`src/rtl/inst_loader.sv`:
```
// Instruction-memory loader: assembles a length-prefixed little-endian byte
// stream into 32-bit words and writes them to the instruction BRAM, holding the core in reset while busy.
module inst_loader #(
  parameter int unsigned DEPTH = 32000
) (
  input  logic        clk,
  input  logic        rst,
  input  logic        start,
  input  logic [7:0]  rx_data,
  input  logic        rx_valid,
  output logic        rx_ready,
  output logic        mem_we,
  output logic [31:0] mem_addr,
  output logic [31:0] mem_wdata,
  output logic        busy,
  output logic        done,
  output logic        err,
  output logic [31:0] word_cnt
);

  typedef enum logic [2:0] {IDLE, LEN, DATA, WRITE, DONE, ERR} state_t;

  state_t      state_q, state_d;
  logic [1:0]  byte_idx_q, byte_idx_d;
  logic [31:0] shift_q, shift_d;
  logic [31:0] len_q, len_d;
  logic [31:0] word_idx_q, word_idx_d;
  logic [31:0] word_cnt_q, word_cnt_d;
  logic        mem_we_q, mem_we_d;
  logic [31:0] mem_addr_q, mem_addr_d;
  logic [31:0] mem_wdata_q, mem_wdata_d;

  logic        xfer;
  logic [31:0] assembled;

  assign rx_ready  = (state_q == LEN) || (state_q == DATA);
  assign busy      = (state_q == LEN) || (state_q == DATA) || (state_q == WRITE);
  assign done      = (state_q == DONE);
  assign err       = (state_q == ERR);
  assign mem_we    = mem_we_q;
  assign mem_addr  = mem_addr_q;
  assign mem_wdata = mem_wdata_q;
  assign word_cnt  = word_cnt_q;
  assign xfer      = rx_valid && rx_ready;

  always_comb begin
    state_d     = state_q;
    byte_idx_d  = byte_idx_q;
    shift_d     = shift_q;
    len_d       = len_q;
    word_idx_d  = word_idx_q;
    word_cnt_d  = word_cnt_q;
    mem_we_d    = 1'b0;
    mem_addr_d  = mem_addr_q;
    mem_wdata_d = mem_wdata_q;

    // Word as it will look once the incoming byte lands in its lane.
    assembled = shift_q;
    assembled[8*byte_idx_q +: 8] = rx_data;

    unique case (state_q)
      IDLE, DONE, ERR: begin
        if (start) begin
          state_d    = LEN;
          byte_idx_d = 2'd0;
          word_idx_d = 32'd0;
          word_cnt_d = 32'd0;
        end
      end
      LEN: begin
        if (xfer) begin
          shift_d    = assembled;
          byte_idx_d = byte_idx_q + 2'd1;
          if (byte_idx_q == 2'd3) begin
            len_d = assembled;
            if (assembled == 32'd0)           state_d = DONE;
            else if (assembled > 32'(DEPTH))  state_d = ERR;
            else                              state_d = DATA;
          end
        end
      end
      DATA: begin
        if (xfer) begin
          shift_d    = assembled;
          byte_idx_d = byte_idx_q + 2'd1;
          if (byte_idx_q == 2'd3) begin
            state_d     = WRITE;
            mem_we_d    = 1'b1;
            mem_addr_d  = {word_idx_q[29:0], 2'b00};
            mem_wdata_d = assembled;
          end
        end
      end
      WRITE: begin
        word_idx_d = word_idx_q + 32'd1;
        word_cnt_d = word_cnt_q + 32'd1;
        state_d    = (word_idx_q + 32'd1 == len_q) ? DONE : DATA;
      end
      default: state_d = IDLE;
    endcase
  end

  always_ff @(posedge clk or posedge rst) begin
    if (rst) begin
      state_q     <= IDLE;
      byte_idx_q  <= 2'd0;
      shift_q     <= 32'd0;
      len_q       <= 32'd0;
      word_idx_q  <= 32'd0;
      word_cnt_q  <= 32'd0;
      mem_we_q    <= 1'b0;
      mem_addr_q  <= 32'd0;
      mem_wdata_q <= 32'd0;
    end else begin
      state_q     <= state_d;
      byte_idx_q  <= byte_idx_d;
      shift_q     <= shift_d;
      len_q       <= len_d;
      word_idx_q  <= word_idx_d;
      word_cnt_q  <= word_cnt_d;
      mem_we_q    <= mem_we_d;
      mem_addr_q  <= mem_addr_d;
      mem_wdata_q <= mem_wdata_d;
    end
  end

endmodule

```
`config.mk`:
```
export PLATFORM = sky130hd
export DESIGN_NAME = inst_loader
export DESIGN_NICKNAME = d
export VERILOG_FILES = /design/src/rtl/inst_loader.sv
export SDC_FILE = /design/constraint.sdc
export NUM_CORES = 1
export LEC_CHECK = 0
export ABC_CLOCK_PERIOD_IN_PS = 9000
export BUFFER_PORTS_ARGS = -buffer_cell sky130_fd_sc_hd__buf_2
export CORE_ASPECT_RATIO = 1.2
export CORE_UTILIZATION = 46
export DETAILED_ROUTE_END_ITERATION = 6
export GPL_TIMING_DRIVEN = 0
export HOLD_SLACK_MARGIN = 0.08
export PLACE_DENSITY = 0.65
export SLEW_MARGIN = 0
export SYNTH_ARGS = -nofsm -noshare
export SYNTH_HDL_FRONTEND = slang
export SYNTH_SLANG_ARGS = --single-unit
```
`constraint.sdc`:
```
create_clock -name clk -period 9 [get_ports clk]
set_input_delay 1.35 -clock clk [delete_from_list [all_inputs] [get_ports clk]]
set_output_delay 1.35 -clock clk [all_outputs]
set_load 0.02 [all_outputs]
```
* After elaboration in Yosys (flattened, before gate mapping)
Index checks and enable logic that the tools add are counted.
** Word-level totals
- Register bits :: 196
- Latch bits :: 0
- RAM bits :: 0
- Memory bits (read-only) :: 0
- Output and inout port bits :: 101
- Word-level logic and storage cells :: 63
- Memories kept :: 0
** Cells by class
- $add $sub $neg :: 4
- Multiply operators :: 0
- Divide/modulo/power cells :: 0
- $lt $le $gt $ge :: 1
- Equal/unequal tests :: 13
- Shifts and indexed selects :: 2
- Muxes and demuxes :: 19
- Bitwise gates (word level) :: 0
- Reductions and logical operators :: 15
** Operators with widths (count)
- case mux 32 bit (2 select lines) :: 2
- adder 32 x 1 -> 32 bit, second input constant :: 2
- negation 5 -> 34 bit :: 1
- variable shift 8 x 34 -> 32 bit, first input constant :: 1
- variable part select 8 x 34 -> 32 bit :: 1
- bitwise mux 32 bit :: 1
- equality test 32 bit :: 1
- > comparator 32 x 15 -> 1 bit, second input constant :: 1
- zero test 32 bit :: 1
- 2-to-1 mux 32 bit :: 1
- 2-to-1 mux 3 bit :: 8
- case mux 3 bit (4 select lines) :: 1
- AND reduction 3 bit :: 3
- equality test 3 x 2 -> 1 bit, second input constant :: 2
- equality test 3 bit, second input constant :: 2
- != test 2 x 1 -> 1 bit, second input constant :: 3
- != test 2 bit, second input constant :: 3
- AND reduction 5 bit :: 1
- 2-to-1 mux 2 bit :: 2
- case mux 2 bit (2 select lines) :: 1
- AND reduction 2 bit :: 2
- nonzero test 2 bit :: 2
- equality test 3 x 1 -> 1 bit, second input constant :: 1
- zero test 3 bit :: 1
- other kinds (7) :: 10

* Longest topological paths before layout
- Depth in word-level cells :: 9
- Gate-level depth with buffers :: 11
- Mapped depth without buffers :: 10

* Worst setup path before layout
OpenSTA, ideal clock, no wires.
- Kind :: input-to-reg
- Start point :: input rx_data[3]
- End point :: register state_q[2]
- Setup time :: 0.131 ns
- Arrival time :: 2.726 ns
- Required time :: 8.869 ns
- Path slack :: 6.143 ns
- Stages :: 7
- Path through :: o41ai_1 -> o21ai_0 -> nor2_1 -> o21ai_0 -> a211oi_1 -> a21oi_1 -> or3_1
** Between the ends
- Cells in the longest elaborated chain, start to end :: 8
- Elaborated cells between the ends (all ways) :: 9
- Those cells by class :: order compare: 1; shift: 1; mux: 6; reduce/logical: 1
** RTL lines
- from (decl) :: RTL line 9 : input logic [7:0] rx_data,
- variable part select 8 x 34 -> 32 bit (*) :: RTL line 59 : assembled[8*byte_idx_q +: 8] = rx_data;
- bitwise mux 32 bit (*) :: RTL line 59
- > comparator 32 x 15 -> 1 bit :: RTL line 77 : else if (assembled > 32'(DEPTH)) state_d = ERR;
- 2-to-1 mux 3 bit :: RTL line 77
- 2-to-1 mux 3 bit (*) :: RTL line 76 : if (assembled == 32'd0) state_d = DONE;
- 2-to-1 mux 3 bit (*) :: RTL line 74 : if (byte_idx_q == 2'd3) begin
- 2-to-1 mux 3 bit (*) :: RTL line 71 : if (xfer) begin
- case mux 3 bit (4 select lines) (*) :: RTL line 61 : unique case (state_q)
- to (signal assigned) :: RTL line 115 : state_q <= state_d;
- to (decl) :: RTL line 23 : state_t state_q, state_d;
Every way passes the cells marked *; elsewhere a longest branch is shown, timed or not. The select of a mux whose other input is x is not followed.
A chain may end at the register's enable or synchronous reset.

* Worst setup path after layout
- Start point :: register word_idx_q[0]
- End point :: register state_q[1]
** Between the ends
- Cells in the longest elaborated chain, start to end :: 4
** RTL lines
- from (decl) :: RTL line 27 : logic [31:0] word_idx_q, word_idx_d;
- from (signal assigned) :: RTL line 119 : word_idx_q <= word_idx_d;
- adder 32 x 1 -> 32 bit :: RTL line 97 : state_d = (word_idx_q + 32'd1 == len_q) ? DONE : DATA;
- equality test 32 bit :: RTL line 97
- 2-to-1 mux 3 bit :: RTL line 97
- case mux 3 bit (4 select lines) :: RTL line 61
Every way passes these cells.

==> run metrics <==
final hold vios=0; post-synthesis average cell area=8.91 um^2; DRC=0; CTS resizes=0; post-DP HPWL=~19000 um; PwrDens=259 mW/mm^2; antenna cells=0; count of buffers from port buffering=110; setup ws final=5.64 ns; Max Slew Vio Count=0; Least-Margin Pin Slew=1.01 ns; P_sw=1.13 mW; Post-DRT Antenna Nets=0; Period Utilization, post-route=0.373; Seq pwr share=0.391; Worst EP required=9.32 ns; register area share after synthesis=0.510; Comb pwr share=0.339; HP Start=mem_addr[19]$_DFFE_PP0P_; total of max-cap violations=0; post-route minimum period=~3.4 ns; cts hold-fix bufs=0; Global Route Usage Sum=0.245; reg2reg setup slack=5.64 ns; layout cells sized above 1=0.139; Layout Area Growth over Synthesis=15.8%; Clk pin slew, worst setup/hold paths=0.07 ns; synth top area cells=dfrtp_1 (51%), nand2_1 (9.4%), o21ai_0 (8.4%); Ys Warns=0; Placer Congestion=between 0.9 and 1; worst path arrival time=approximately 3.7 ns; clk root buf=clkbuf_16; CP Cell Sequence=ha_1, nand4_1, or2_0, clkbuf_1, nor4_4, nor3b_1, a2111oi_0, nand4_1, nor4_1, o31ai_1; CP peak stage delay=0.55 ns; Startpoint Class=flip-flop; FF-to-FF Start=word_idx_q[0]$_DFFE_PP0P_; Ports=113; clock power share=0.271; worst vdd ir=157 uV; fraction of synthesis flops using an asynchronous set or reset pin=1.00; crit path max fanout=8; area post-placement=between 0.01 and 0.015 mm^2; design area=0.0111 mm^2; drt first pass iters=5; Synth top cells by count=nand2_1 (241), dfrtp_1 (196), o21ai_0 (162); Worst-Skew Late Latency=0.44 ns; top-count cell post-synth=nand2_1; Most used DFF post-synth=dfrtp_1; deepest clock path buffer count=2; Cell variety after synth=54; Starting DRT DRC Count=535; Hold Crit Class=reg -> reg; RSZ-0062 raised after global routing=no; area leader, netlist=dfrtp_1; CTS tree=done; die area=0.0215 mm^2; starting density of the core=0.472; core footprint=0.0204 mm^2; sw frac=0.389; global route overflow=0; die span in x=134 um; critical path class=reg -> reg; Critical Path Source=word_idx_q[0]$_DFFE_PP0P_; maximum clock frequency=298 MHz; Slew HR=0.324; Final setup viols=0; initial antenna violation count=0; via count=8272; Post-Place Setup Slack=5.61 ns; Worst path slowest cell=a2111oi_0; setup TNS after final layout=0 ns; Routed WL=25200 um; FP Rows=57; Max Clock Skew=0.00844 ns; largest net degree at the start of global routing=102; most numerous cell on the critical path=nand4_1; Wirelength per Cell=17.0 um; Worst Setup End Kind=flip-flop; Final Hold Slack=0.468 ns; H-Tree Depth=4; Cells after Synth=1080; vias in the first global route=7724; vias per cell=5.56; Nets=between 1000 and 1500; Leakage=5.29 nW; clk sink count=196; Synth top area share=0.510; total CTS buffers=17; Cell Area, Synth=~0.0096 mm^2; number of flops mapped to enable cells by yosys=0; die height=160 um; flops & latches, synth=around 200; Post-CTS Setup Bufs=0; status=completed; first-pass GRT wire length=41400 um; internal power=1.77 mW
-- stage by stage --
step | utilization | total power, mW | cells
2_1_floorplan | - | 1.80 | 1081
3_3_place_gp | 0.515 | 2.10 | 1456
3_5_place_dp | 0.517 | 2.12 | 1457
4_1_cts | 0.547 | 2.90 | 1489
5_1_grt | 0.547 | 3.07 | 1489
6_report | 0.547 | 2.89 | 1489
-- power groups by stage --
| stage | Combinational (mW) | Clock, mW | Sequential [mW] |
|---|---|---|---|
| 2_1_floorplan | 0.651 | 0 | 1.15 |
| 3_3_place_gp | 0.955 | 0 | 1.14 |
| 3_5_place_dp | 0.973 | 0 | 1.15 |
| 4_1_cts | 0.980 | 0.795 | 1.13 |
| 5_1_grt | 1.08 | 0.831 | 1.15 |
| 6_report | 0.980 | 0.783 | 1.13 |
-- worst max-delay path: cells and delay by family (launching register included) --
family / cells / cell delay (ns)
and+or+nand+nor: 6 / 1.56
AOI/OAI and AO/OA: 2 / 0.65
DFF: 1 / 0.50
adders and majority gates: 1 / 0.32
buffers and inverters: 1 / 0.22
-- routing by layer --
layer / wire, um / global-route usage / vias up
li1: - / - / 4033
met1: 11600 / 0.339 / 3968
met2: 11800 / 0.383 / 224
met3: 952 / 0.0316 / 47
met4: 852 / 0.113 / 0
met5: 0 / 0 / -
-- kinds of logic (layout without fill, tap and decap cells) --
group                      count (synthesis)  in the layout  synth area share
other                                      1              2          0.000390
muxes                                     11             11            0.0114
xor gates and xnor gates                  48             48            0.0437
AOI/OAI and AO/OA                        270            270             0.160
DFF                                      196            196             0.510
and+or+nand+nor                          464            464             0.228
adders and majority gates                  8              8            0.0104
buffers and inverters                     82            225            0.0356
-- area by class of cell --
type / count / area [um^2]
clock inverter: 12 / 148
fill: 1957 / 9250
inverter: 19 / 78.8
clock buffer: 20 / 457
sequential: 196 / 4900
tap: 265 / 332
multi-input combinational: 803 / 4380
timing repair buffer: 111 / 578
buffer: 63 / 272
-- worst paths after layout --
check | endpoint | depth (start not counted)
setup reg to reg | state_q[1]$_DFFE_PP0P_ | 10
min in group asynchronous | mem_wdata[26]$_DFFE_PP0P_ | 2
setup / recovery | state_q[1]$_DFFE_PP0P_ | 10
hold reg to reg | mem_addr[19]$_DFFE_PP0P_ | 2
max in group asynchronous | mem_addr[6]$_DFFE_PP0P_ | 3
hold / removal | mem_addr[19]$_DFFE_PP0P_ | 2
-- sequential cells by signal (all words and copies together) (netlist names) --
| register | cells |
|---|---|
| state_q | 3 |
| shift_q | 32 |
| len_q | 32 |
| mem_we | 1 |
| word_idx_q | 32 |
| word_cnt | 32 |
| byte_idx_q | 2 |
| mem_wdata | 32 |
| mem_addr | 30 |
-- cells in the final DEF (no fill, tap or decap), drive strengths merged, types with 3 or more instances in the layout --
cell type,Yosys,routed
and2,7,7
inv,17,20
xor2,21,21
mux2i,11,11
clkbuf,47,67
ha,8,8
o211ai,5,5
nand2b,5,5
xnor2,27,27
a21o,3,3
o21a,3,3
and4,6,6
nor2b,34,34
o22ai,3,3
o41ai,4,4
dfrtp,196,196
clkinv,2,7
nor3,10,10
a2111oi,3,3
o21ai,163,163
or3,3,3
nor2,51,51
nor4,13,13
a211oi,4,4
or2,5,5
nand4,28,28
nand2,241,241
buf,16,127
nor3b,5,5
and3,7,7
nand3,46,46
a21oi,26,26
o31ai,20,20
a31oi,25,25
Note: power is estimated with default switching activity, not from simulation.
